**src/rtl/serial_subtractor_if.sv**
```systemverilog
// Handshake and operand/result bundle between a controlling FSM and serial_subtractor.
interface serial_subtractor_if #(
  parameter int unsigned WIDTH = 8
);
  logic             start;
  logic [WIDTH-1:0] A;
  logic [WIDTH-1:0] B;
  logic             Bin;
  logic             busy;
  logic             done;
  logic [WIDTH-1:0] Diff;
  logic             Bout;
  logic             Zero;

  modport master (
    output start, A, B, Bin,
    input  busy, done, Diff, Bout, Zero
  );

  modport slave (
    input  start, A, B, Bin,
    output busy, done, Diff, Bout, Zero
  );
endinterface

```
**src/rtl/serial_subtractor.sv**
```systemverilog
// Bit-serial A - B - Bin, LSB first, one full-subtractor cell and a registered borrow.
module serial_subtractor #(
  parameter int unsigned WIDTH = 8
) (
  input logic               clk,
  input logic               rst,
  serial_subtractor_if.slave bus
);
  localparam int unsigned CW = $clog2(WIDTH) + 1;

  typedef enum logic [1:0] {IDLE, RUN, DONE} state_t;

  state_t           state_q, state_d;
  logic [CW-1:0]    cnt_q;
  logic [WIDTH-1:0] a_sr, b_sr, res_sr, diff_q;
  logic             br_q, bout_q, zero_q, busy_q, done_q;

  logic             a, b, d, br_n, last;
  logic [WIDTH-1:0] res_n;

  always_comb begin
    a     = a_sr[0];
    b     = b_sr[0];
    d     = a ^ b ^ br_q;
    br_n  = (~a & b) | (~a & br_q) | (b & br_q);
    res_n = {d, res_sr[WIDTH-1:1]};
    last  = (cnt_q == CW'(WIDTH - 1));
  end

  always_comb begin
    state_d = state_q;
    unique case (state_q)
      IDLE:    if (bus.start) state_d = RUN;
      RUN:     if (last)      state_d = DONE;
      DONE:                   state_d = IDLE;
      default:                state_d = IDLE;
    endcase
  end

  always_ff @(posedge clk) begin
    if (rst) state_q <= IDLE;
    else     state_q <= state_d;
  end

  // busy/done are decoded from the next state so they come straight off flops.
  always_ff @(posedge clk) begin
    if (rst) begin
      busy_q <= 1'b0;
      done_q <= 1'b0;
    end else begin
      busy_q <= (state_d == RUN);
      done_q <= (state_d == DONE);
    end
  end

  always_ff @(posedge clk) begin
    if (rst) begin
      a_sr   <= '0;
      b_sr   <= '0;
      res_sr <= '0;
      br_q   <= 1'b0;
      cnt_q  <= '0;
      diff_q <= '0;
      bout_q <= 1'b0;
      zero_q <= 1'b1;
    end else begin
      unique case (state_q)
        IDLE: begin
          if (bus.start) begin
            a_sr  <= bus.A;
            b_sr  <= bus.B;
            br_q  <= bus.Bin;
            cnt_q <= '0;
          end
        end
        RUN: begin
          a_sr   <= a_sr >> 1;
          b_sr   <= b_sr >> 1;
          res_sr <= res_n;
          br_q   <= br_n;
          cnt_q  <= cnt_q + CW'(1);
          if (last) begin
            diff_q <= res_n;
            bout_q <= br_n;
            zero_q <= (res_n == '0);
          end
        end
        default: ;
      endcase
    end
  end

  assign bus.busy = busy_q;
  assign bus.done = done_q;
  assign bus.Diff = diff_q;
  assign bus.Bout = bout_q;
  assign bus.Zero = zero_q;
endmodule

```
**src/flat_wrapper.sv**
```systemverilog
// flat-port wrapper written by rule: the top's interface ports become plain ports
module serial_subtractor_flat 
#(
  parameter int unsigned WIDTH = 8
)
  (clk, rst, bus_start, bus_A, bus_B, bus_Bin, bus_busy, bus_done, bus_Diff, bus_Bout, bus_Zero);
  serial_subtractor_if #(.WIDTH(WIDTH)) bus_i ();
  input logic clk;
  input logic rst;
  input wire logic [$bits(bus_i.start)-1:0] bus_start;
  input wire logic [$bits(bus_i.A)-1:0] bus_A;
  input wire logic [$bits(bus_i.B)-1:0] bus_B;
  input wire logic [$bits(bus_i.Bin)-1:0] bus_Bin;
  output wire logic [$bits(bus_i.busy)-1:0] bus_busy;
  output wire logic [$bits(bus_i.done)-1:0] bus_done;
  output wire logic [$bits(bus_i.Diff)-1:0] bus_Diff;
  output wire logic [$bits(bus_i.Bout)-1:0] bus_Bout;
  output wire logic [$bits(bus_i.Zero)-1:0] bus_Zero;
  assign bus_i.start = bus_start;
  assign bus_i.A = bus_A;
  assign bus_i.B = bus_B;
  assign bus_i.Bin = bus_Bin;
  assign bus_busy = bus_i.busy;
  assign bus_done = bus_i.done;
  assign bus_Diff = bus_i.Diff;
  assign bus_Bout = bus_i.Bout;
  assign bus_Zero = bus_i.Zero;
  serial_subtractor #(.WIDTH(WIDTH)) u_core (.clk(clk), .rst(rst), .bus(bus_i));
endmodule
```
**config.mk**
```make
export PLATFORM = sky130hd
export DESIGN_NAME = serial_subtractor_flat
export DESIGN_NICKNAME = d
export VERILOG_FILES = /design/src/rtl/serial_subtractor_if.sv /design/src/rtl/serial_subtractor.sv /design/src/flat_wrapper.sv
export SDC_FILE = /design/constraint.sdc
export NUM_CORES = 1
export LEC_CHECK = 0
export BUFFER_PORTS_ARGS = -buffer_cell sky130_fd_sc_hd__buf_2
export CAP_MARGIN = 15
export CORE_MARGIN = 8
export CORE_UTILIZATION = 56
export CTS_BUF_LIST = sky130_fd_sc_hd__clkbuf_4 sky130_fd_sc_hd__clkbuf_8
export DETAILED_ROUTE_END_ITERATION = 12
export PLACE_DENSITY = 0.81
export SLEW_MARGIN = 15
export SYNTH_ARGS = -nofsm -noshare
export SYNTH_HDL_FRONTEND = slang
export SYNTH_SLANG_ARGS = --single-unit
```
**constraint.sdc**
```tcl
create_clock -name clk -period 1.9 [get_ports clk]
set_input_delay 0.095 -clock clk [delete_from_list [all_inputs] [get_ports clk]]
set_output_delay 0.095 -clock clk [all_outputs]
set_load 0.02 [all_outputs]
```
======== Word-level counts from Yosys, hierarchy flattened ========
Index checks and enable logic that the tools add are counted.
cells by class
  add/subtract/negate cells ............... 1
  equality and inequality tests ........... 5
  mux-type cells .......................... 11
  bitwise operators ....................... 8
  reductions and logical operators ........ 5
operators with widths
  kind                   count
  $pmux W8 S2            2
  $mux W8                2
  $logic_not A8 Y1       1
  $pmux W4 S2            1
  $add A4 B1 Y4 const B  1
  $eq A2 B1 Y1 const B   2
  $eq A4 B3 Y1 const B   1
  $mux W2                2
  $mux W4                1
  $pmux W2 S2            1
  $reduce_and A2 Y1      2
  $and A1 B1 Y1          3
  $eq A2 B2 Y1 const B   1
  $logic_not A2 Y1       1
  $ne A2 B2 Y1 const B   1
  $or A1 B1 Y1           2
  $pmux W1 S2            1
  $reduce_bool A2 Y1     1
  $xor A1 B1 Y1          2
  $mux W1                1
  $not A1 Y1             1
storage, ports and cells
  bits in registers ....................... 43
  bits of input ports ..................... 20
  output and inout bits ................... 12
  word-level logic and storage cells ...... 41

======== Longest topological paths before layout ========
Gate-level depths: netlist of run 1.
  depth after elaboration ................. 5
  mapped depth ............................ 5
  mapped depth without buffers ............ 5

======== Least setup slack after synthesis of run 1 ========
OpenSTA, ideal clock, no wires.
  kind .................................... register -> register
  from .................................... reg u_core.br_q
  to ...................................... reg u_core.zero_q (netlist: u_core.bus.Zero)
  library setup time ...................... 62 ps
  data arrival time ....................... 1285 ps
  data required time ...................... 1838 ps
  slack ................................... 553 ps
  stages on the path, launching flop included .. 5
  path buffers ............................ 0
  period minus slack after synthesis ...... 1347 ps
  cell sequence ........................... dfxtp_1 -> fa_1 -> nor4b_1 -> nand4_1 -> nand3_1
between the ends
  word-level cells in the longest chain between the ends .. 2
ends and longest elaborated chain
  item                    RTL line                 source
  start, declared         serial_subtractor.sv:16  logic br_q, bout_q, zero_q, busy_q, done_q;
  start signal, assigned  serial_subtractor.sv:72  br_q <= bus.Bin;
  start signal, assigned  serial_subtractor.sv:80  br_q <= br_n;
  $xor A1 B1 Y1           serial_subtractor.sv:24  d = a ^ b ^ br_q;
  $logic_not A8 Y1        serial_subtractor.sv:85  zero_q <= (res_n == '0);
  end signal, assigned    serial_subtractor.sv:85
  end, declared           serial_subtractor.sv:16
No other way between the ends.
A chain may end at the register's enable or synchronous reset.

======== Worst setup path after layout of run 1 ========
  from .................................... reg u_core.cnt_q[0]
  to ...................................... reg u_core.diff_q[7] (netlist: u_core.bus.Diff[7])
between the ends
  word-level cells in the longest chain between the ends .. 2
ends and longest elaborated chain
  item                                RTL line                 source
  start, declared                     serial_subtractor.sv:14  logic [CW-1:0] cnt_q;
  start signal, assigned              serial_subtractor.sv:81  cnt_q <= cnt_q + CW'(1);
  $eq A4 B3 Y1                        serial_subtractor.sv:27  last = (cnt_q == CW'(WIDTH - 1));
  $reduce_and A2 Y1 (no source line)  --
  end signal, assigned                serial_subtractor.sv:83  diff_q <= res_n;
  end, declared                       serial_subtractor.sv:15  logic [WIDTH-1:0] a_sr, b_sr, res_sr, diff_q;
No other way between the ends.

==> results of run 1 <==
## sequential cells by signal, summed over array words and instances, names as in the netlist, 2 cells and up
register,cells
u_core.state_q,2
u_core.a_sr,8
u_core.res_sr,7
u_core.b_sr,8
u_core.bus.Diff,8
u_core.cnt_q,4
## worst min-delay path, stage by stage
cell                      delay [ns]
sky130_fd_sc_hd__buf_2          0.07
sky130_fd_sc_hd__o22ai_1        0.06
sky130_fd_sc_hd__a21oi_1        0.13
## placed cells by master (no fill, tap or decap), types with 2 or more instances in the layout
master                          netlist  final
sky130_fd_sc_hd__nor2_1               5      5
sky130_fd_sc_hd__o21ai_0             23     23
sky130_fd_sc_hd__nor3_1               2      2
sky130_fd_sc_hd__nand3_1             11     11
sky130_fd_sc_hd__buf_2                2     31
sky130_fd_sc_hd__buf_4                4      2
sky130_fd_sc_hd__a211oi_1             3      3
sky130_fd_sc_hd__a21oi_1             30     30
sky130_fd_sc_hd__nand2_1             16     16
sky130_fd_sc_hd__o22ai_1             15     15
sky130_fd_sc_hd__clkbuf_4             0      7
sky130_fd_sc_hd__dlygate4sd3_1        0      2
sky130_fd_sc_hd__a22oi_1              3      3
sky130_fd_sc_hd__inv_1                4      4
sky130_fd_sc_hd__dfxtp_1             42     42
## Yosys cell counts, drive strengths merged, types with 2 or more instances
cell type | count | area, um2
a21oi | 30 | 150.1
clkbuf | 4 | 15.01
nor3 | 2 | 10.01
o22ai | 15 | 93.84
dfxtp | 42 | 840.8
nand2b | 2 | 15.02
inv | 4 | 15.01
o21ai | 23 | 115.1
nand3 | 11 | 55.05
nand2 | 16 | 60.06
buf | 11 | 81.33
a22oi | 3 | 22.52
nor2 | 5 | 18.77
a211oi | 3 | 22.52
## metal layers
layer  vias up  GRT usage (%)
li1        737              -
met5         -              0
met2        52          27.09
met4         0          8.314
met1       702          16.90
met3         8          4.944
## per-stage QoR
stage | hold WS, ns | power [mW]
2_1_floorplan | 0.2433 | 1.092
3_3_place_gp | 0.3454 | 1.121
3_5_place_dp | 0.3530 | 1.130
4_1_cts | 0.04498 | 1.554
5_1_grt | 0.05548 | 1.612
6_report | 0.05519 | 1.544
## power by group through the flow
stage	logic [mW]	registers, mW	clock network [mW]
floorplan	0.133	0.958	0
global placement	0.158	0.963	0
detailed placement	0.164	0.967	0
CTS	0.168	0.946	0.439
global route	0.190	0.953	0.469
finish	0.169	0.948	0.427
## cell families (layout without fill, tap and decap cells)
kind of cell | Yosys count | in the layout | share of synthesized area, %
flip-flops | 42 | 42 | 50.07
AO/OA/AOI/OAI | 80 | 80 | 27.72
AND/OR/NAND/NOR | 44 | 44 | 13.04
buffers and inverters | 19 | 46 | 6.631
multiplexers | 1 | 1 | 0.5961
adder cells (fa/ha/maj) | 2 | 2 | 1.937
## worst paths after layout
check                                         from                  to  slack (ns)  cells past startpoint
worst max-delay path               u_core.cnt_q[0]  u_core.bus.Diff[7]        0.34                      4
worst min-delay path                       bus_Bin         u_core.br_q        0.06                      3
worst max register to register     u_core.cnt_q[0]  u_core.bus.Diff[7]        0.34                      4
worst min register to register  u_core.bus.Diff[4]  u_core.bus.Diff[4]        0.48                      2
## final cells by class
cell class	instances	area, um2	area share, %
sequential	42	840.8	45.04
multi-input combinational	127	726.9	38.94
timing repair buffer	35	190.2	10.19
clock buffer	7	52.55	2.815
tap	33	41.29	2.212
inverter	4	15.01	0.8043
## repair_timing
item                                   CTS  global route
gates resized for setup                  0             0
hold buffers                             2             0
endpoints found under the hold margin    2             0
==> metrics.log, run 1 <==
[metrics] IR drop worst, VDD: between 0.4 and 0.5 mV
[metrics] number of filler instances in the final layout: 256
[metrics] mean post-synth cell area: 8.931 um2
[metrics] part of the power in the clock network: 27.7%
[metrics] Netlist Area Pre-Place: 1679 um2
[metrics] type of the most critical hold path: input pin to flip-flop
[metrics] number of distinct standard cells referenced by the synthesized netlist: 35
[metrics] slowest cell delay on critical path: 0.46 ns
[metrics] switching power summed over all nets: roughly 0.38 mW
[metrics] effective utilization at floorplan: a little under three fifths
[metrics] initial antenna violation count: 0
[metrics] Final min period: 1.560 ns
[metrics] share of layout cells above drive strength 1: between 20% and 30%
[metrics] startpoint type of the worst setup path: flip-flop
[metrics] top-level I/O count: 32
[metrics] arrival time of the worst setup path: 1.82 ns
[metrics] cell family with most CP delay: simple AND/OR/NAND/NOR gates
[metrics] clock latency of the later-clocked register in the worst-skew pair: roughly 0.34 ns
[metrics] Hold Fails Final Rpt: 0
[metrics] final critical-path share of the clock period: between 80 and 90%
[metrics] number of enable-type register cells in the synthesized netlist: 0
[metrics] setup repair after global routing missed its margin: no
[metrics] area of all placed cells without fillers: between 1500 and 2000 um2
[metrics] non-filler instance count after layout: between 200 and 250
[metrics] global-route wire length before repair: 6513 um
[metrics] leakage power: 0.7105 nW
[metrics] average wire length per cell after detail routing: 14.95 um
[metrics] buffer and inverter count on the worst path: 0
[metrics] dominant synthesized flop cell: sky130_fd_sc_hd__dfxtp_1
[metrics] final antenna diode count: 0
[metrics] syn nets: 210
[metrics] synthesized netlist cell count: 188
[metrics] Post-CTS Repair Setup Buffers: 0
[metrics] Setup TNS Final: 0 ns
[metrics] total vias in the final route: 1,499
[metrics] number of nets with antenna violations after detailed routing: 0
[metrics] power density over the cells: 827.2 nW/um2
[metrics] routability cong.: 0.8659
[metrics] Post-Place Cell Area: 1794 um2
[metrics] switching power as a share of total power: 24.83%
[metrics] wire length on met2: approximately 1800 um
[metrics] quantity of I/O buffers inserted on ports: 31
[metrics] placed cell count: 239
[metrics] standard cell core area: 2953 um2
[metrics] remaining global-route overflow: 0
[metrics] relative contribution of combinational cells to total power: 11.0%
[metrics] fraction of registers with async set or reset after synthesis: 0%
[metrics] worst relative slew slack: between 60 and 70%
[metrics] TritonCTS buffer count: 5
[metrics] Area Overhead vs Synth: 11.18%
[metrics] kind of critical path: flip-flop to flip-flop
[metrics] register clock-pin slew on the reported worst setup and hold paths: 0.11 ns
[metrics] via count of the first global-routing pass: 1,536
[metrics] overall die area: 5006 um2
[metrics] TritonCTS clock tree: done
[metrics] uppermost layer routed: met4
[metrics] design internal power: 1.161 mW
[metrics] CP max FO: 13
[metrics] Core Util, Final: between 60% and 70%
[metrics] share of total power in sequential cells: 61.4%
[metrics] met3 wire length: 255 um
[metrics] max-slew violations: 0
[metrics] Critical Path End Type: flip-flop
[metrics] Final nets: 237
[metrics] Setup WS pre-CTS: roughly 0.38 ns
[metrics] Worst Tran Pin Value: 0.4714 ns
[metrics] std cell rows: 20
[metrics] Routed WL: 3707 um
[metrics] remaining design rule violation count: 0
[metrics] sequential cell area fraction in the yosys report: roughly half
[metrics] FF+latch count, synth: 42
[metrics] clock sinks: 42
[metrics] H-tree levels: 2
[metrics] run status: complete, no violations
[metrics] worst setup margin: ~0.34 ns
[metrics] Iteration-0 DRC Markers: 115
[metrics] number of endpoints failing setup at the final stage: 0
[metrics] DPL Wire Length: 2617 um
[metrics] routed length on met1: 1537 um
[metrics] mean number of vias per cell: 6.044
[metrics] Clock Skews: 0.01070 ns
[metrics] number of optimization iterations in the first detailed-route pass: 4
[metrics] Total GRT Usage: 15.77%
[metrics] Root Driver: sky130_fd_sc_hd__clkbuf_4
[metrics] number of synthesis warnings: 0
[metrics] required time of the worst setup path: approximately 2.2 ns
[metrics] die outline width: slightly above 70 um
[metrics] cell-by-cell listing of the critical path: ha_1 -> and3b_1 -> a21oi_1 -> a311oi_2
[metrics] Max-cap violations: 0
[metrics] die span in y: 70.76 um
[metrics] pin count of the biggest net entering global routing: 28
[metrics] timing-limited maximum frequency: 0.6408 GHz
[metrics] Clock Tree Buf Depth: 2
[metrics] master of the slowest instance on the critical path: sky130_fd_sc_hd__and3b_1
Power figures use the tool's default switching activity.
==> run 2: changes to the inputs <==
Clock period 1.9 ns to 1.44 ns, I/O delays scaled along.
==> metrics.log, run 2 (same netlist as run 1, synthesis figures left out) <==
[metrics] run status: complete, no violations
[metrics] max-slew violations: 0 (unchanged)
[metrics] quantity of I/O buffers inserted on ports: 31 (unchanged)
[metrics] Worst Tran Pin Value: 0.4596 ns (-0.01175 ns)
[metrics] TritonCTS buffer count: 5 (unchanged)
[metrics] number of endpoints failing setup at the final stage: 0 (unchanged)
[metrics] die span in y: 70.76 um (unchanged)
[metrics] Post-Place Cell Area: 1844 um2 (+2.8%)
[metrics] register clock-pin slew on the reported worst setup and hold paths: 0.11 ns (about the same)
[metrics] kind of critical path: flip-flop to flip-flop
[metrics] share of layout cells above drive strength 1: 26.36% (+5.4 points)
[metrics] number of filler instances in the final layout: 252 (-1.6%)
[metrics] TritonCTS clock tree: done
[metrics] leakage power: 0.7478 nW (+5.3%)
[metrics] required time of the worst setup path: 1.73 ns (-0.43 ns)
[metrics] clock sinks: 42 (unchanged)
[metrics] Total GRT Usage: 16.35% (+0.58 points)
[metrics] mean number of vias per cell: 5.858 (-3.1%)
[metrics] worst relative slew slack: 69.32% (+0.78 points)
[metrics] busiest grt layer: met2
[metrics] Clock Skews: 0.01499 ns (+0.004286 ns)
[metrics] Area Overhead vs Synth: 15.42%
[metrics] IR drop worst, VDD: 0.8793 mV (+83%)
[metrics] type of the most critical hold path: input pin to flip-flop
[metrics] top-level I/O count: 32 (unchanged)
[metrics] arrival time of the worst setup path: 1.67 ns (-0.15 ns)
[metrics] Final nets: 242 (+2.1%)
[metrics] remaining design rule violation count: 0 (unchanged)
[metrics] effective utilization at floorplan: 56.86% (unchanged)
[metrics] Root Driver: sky130_fd_sc_hd__clkbuf_4
[metrics] Hold EP: u_core.a_sr[7]
[metrics] hold slack final: 0.003410 ns (-0.05178 ns)
[metrics] global-route track usage on met2: 28.22% (+1.1 points)
[metrics] Max-cap violations: 0 (unchanged)
[metrics] pin count of the biggest net entering global routing: 28 (unchanged)
[metrics] final antenna diode count: 0 (unchanged)
[metrics] clock latency of the later-clocked register in the worst-skew pair: 0.34 ns (about the same)
[metrics] H-tree levels: 2 (unchanged)
[metrics] CP max FO: 2 (-11)
[metrics] average wire length per cell after detail routing: 15.29 um (+2.3%)
[metrics] commonest non-fill, non-tap cells in the layout: sky130_fd_sc_hd__dfxtp_1 (38), sky130_fd_sc_hd__buf_2 (31), sky130_fd_sc_hd__a21oi_1 (30)
[metrics] critical register-to-register path endpoint: u_core.bus.Zero
[metrics] Hold Fails Final Rpt: 0 (unchanged)
[metrics] Reg-to-Reg Start: u_core.br_q
[metrics] die outline width: 70.76 um (unchanged)
[metrics] met3 demand-to-capacity share in global routing: 4.379% (-0.56 points)
[metrics] number of nets with antenna violations after detailed routing: 0 (unchanged)
[metrics] setup repair after global routing missed its margin: yes
[metrics] startpoint type of the worst setup path: flip-flop
[metrics] global-route wire length before repair: 6796 um (+4.3%)
[metrics] final critical-path share of the clock period: 96.29% (+14 points)
[metrics] Iteration-0 DRC Markers: 87 (-24%)
[metrics] std cell rows: 20 (unchanged)
[metrics] Hold Path Cell Cnt: 3 (unchanged)
[metrics] Routed WL: 3868 um (+4.3%)
[metrics] number of optimization iterations in the first detailed-route pass: 4 (unchanged)
[metrics] Worst R2R Setup Slack: 0.05 ns (-0.29 ns)
[metrics] timing-limited maximum frequency: 0.7212 GHz (+13%)
[metrics] remaining global-route overflow: 0 (unchanged)
[metrics] Clock Tree Buf Depth: 2 (unchanged)
[metrics] via count of the first global-routing pass: 1,526 (-0.65%)
[metrics] initial antenna violation count: 0 (unchanged)
[metrics] Critical Path End Type: flip-flop
[metrics] standard cell core area: 2953 um2 (unchanged)
[metrics] beginning of the worst hold path: bus_A[7]
[metrics] overall die area: 5006 um2 (unchanged)
[metrics] met1 routing resource usage after global routing: 18.38% (+1.5 points)
[metrics] DPL Wire Length: 2793 um (+6.7%)
[metrics] area of all placed cells without fillers: 1938 um2 (+3.8%)
[metrics] routability cong.: 0.8301 (-4.1%)
[metrics] Worst R2R Path Depth: 4 (unchanged)
[metrics] power density over the cells: 1076 nW/um2 (+30%)
[metrics] total vias in the final route: 1,482 (-1.1%)
[metrics] commonest non-fill, non-tap cell in the layout: sky130_fd_sc_hd__dfxtp_1
[metrics] Final min period: 1.387 ns (-0.1739 ns)
==> run 2: worst max-delay path by stage <==
stage	startpoint	endpoint	slack, ns	depth (start not counted)
after floorplan	u_core.br_q	u_core.bus.Zero	0.09	4
after CTS	u_core.cnt_q[0]	u_core.bus.Zero	0.02	4
after detailed placement	u_core.a_sr[0]	u_core.bus.Zero	-0.008	5
after global placement	u_core.br_q	u_core.bus.Zero	0.10	4
final	u_core.br_q	u_core.bus.Zero	0.05	4
after global routing	u_core.br_q	u_core.bus.Zero	-0.01	4
==> run 2: report_power, final <==
group          total (mW)  switching [mW]  leakage, nW  internal, mW
logic               0.264           0.139        0.371         0.124
clock network       0.570           0.347       0.0322         0.222
registers            1.25          0.0370        0.345          1.22
==> run 2: per-layer routing <==
layer	wire (um)	share of wire [%]
met5	0	0
met1	1806	47
met4	63	1.6
met3	140	3.6
met2	1858	48
==> run 2: final cells by class <==
class | count | area (um2) | share of cell area, %
sequential | 42 | 845.8 | 43.64
tap | 33 | 41.29 | 2.130
inverter | 4 | 15.01 | 0.7747
multi-input combinational | 127 | 745.7 | 38.48
clock buffer | 7 | 52.55 | 2.711
timing repair buffer | 40 | 237.7 | 12.27
==> run 2: worst max-delay path, cell delays in order, from the launching register on <==
cell                      delay (ns)
sky130_fd_sc_hd__dfxtp_2        0.35
sky130_fd_sc_hd__fa_1           0.57
sky130_fd_sc_hd__nor4b_4        0.20
sky130_fd_sc_hd__nand4_1        0.12
sky130_fd_sc_hd__nand3_1        0.10
==> run 2: what timing repair did <==
item	4_1_cts	5_1_grt
setup buffers	0	1
endpoints found under the hold margin	1	0
resized for setup	1	7
setup endpoints to repair	1	12
gates cloned	0	0
hold buffers	1	0
==> run 2: stage by stage <==
stage | utilization [%] | setup WS, ns | std cells | setup TNS, ns | total power, mW
6_report | 65.64 | 0.05346 | 253 | 0 | 2.086
2_1_floorplan | - | 0.09279 | 188 | 0 | 1.441
5_1_grt | 65.64 | -0.01236 | 253 | -0.01236 | 2.163
3_5_place_dp | 62.46 | -0.007749 | 244 | -0.007749 | 1.522
4_1_cts | 64.79 | 0.01638 | 252 | 0 | 2.070
3_3_place_gp | 62.46 | 0.1029 | 244 | 0 | 1.504
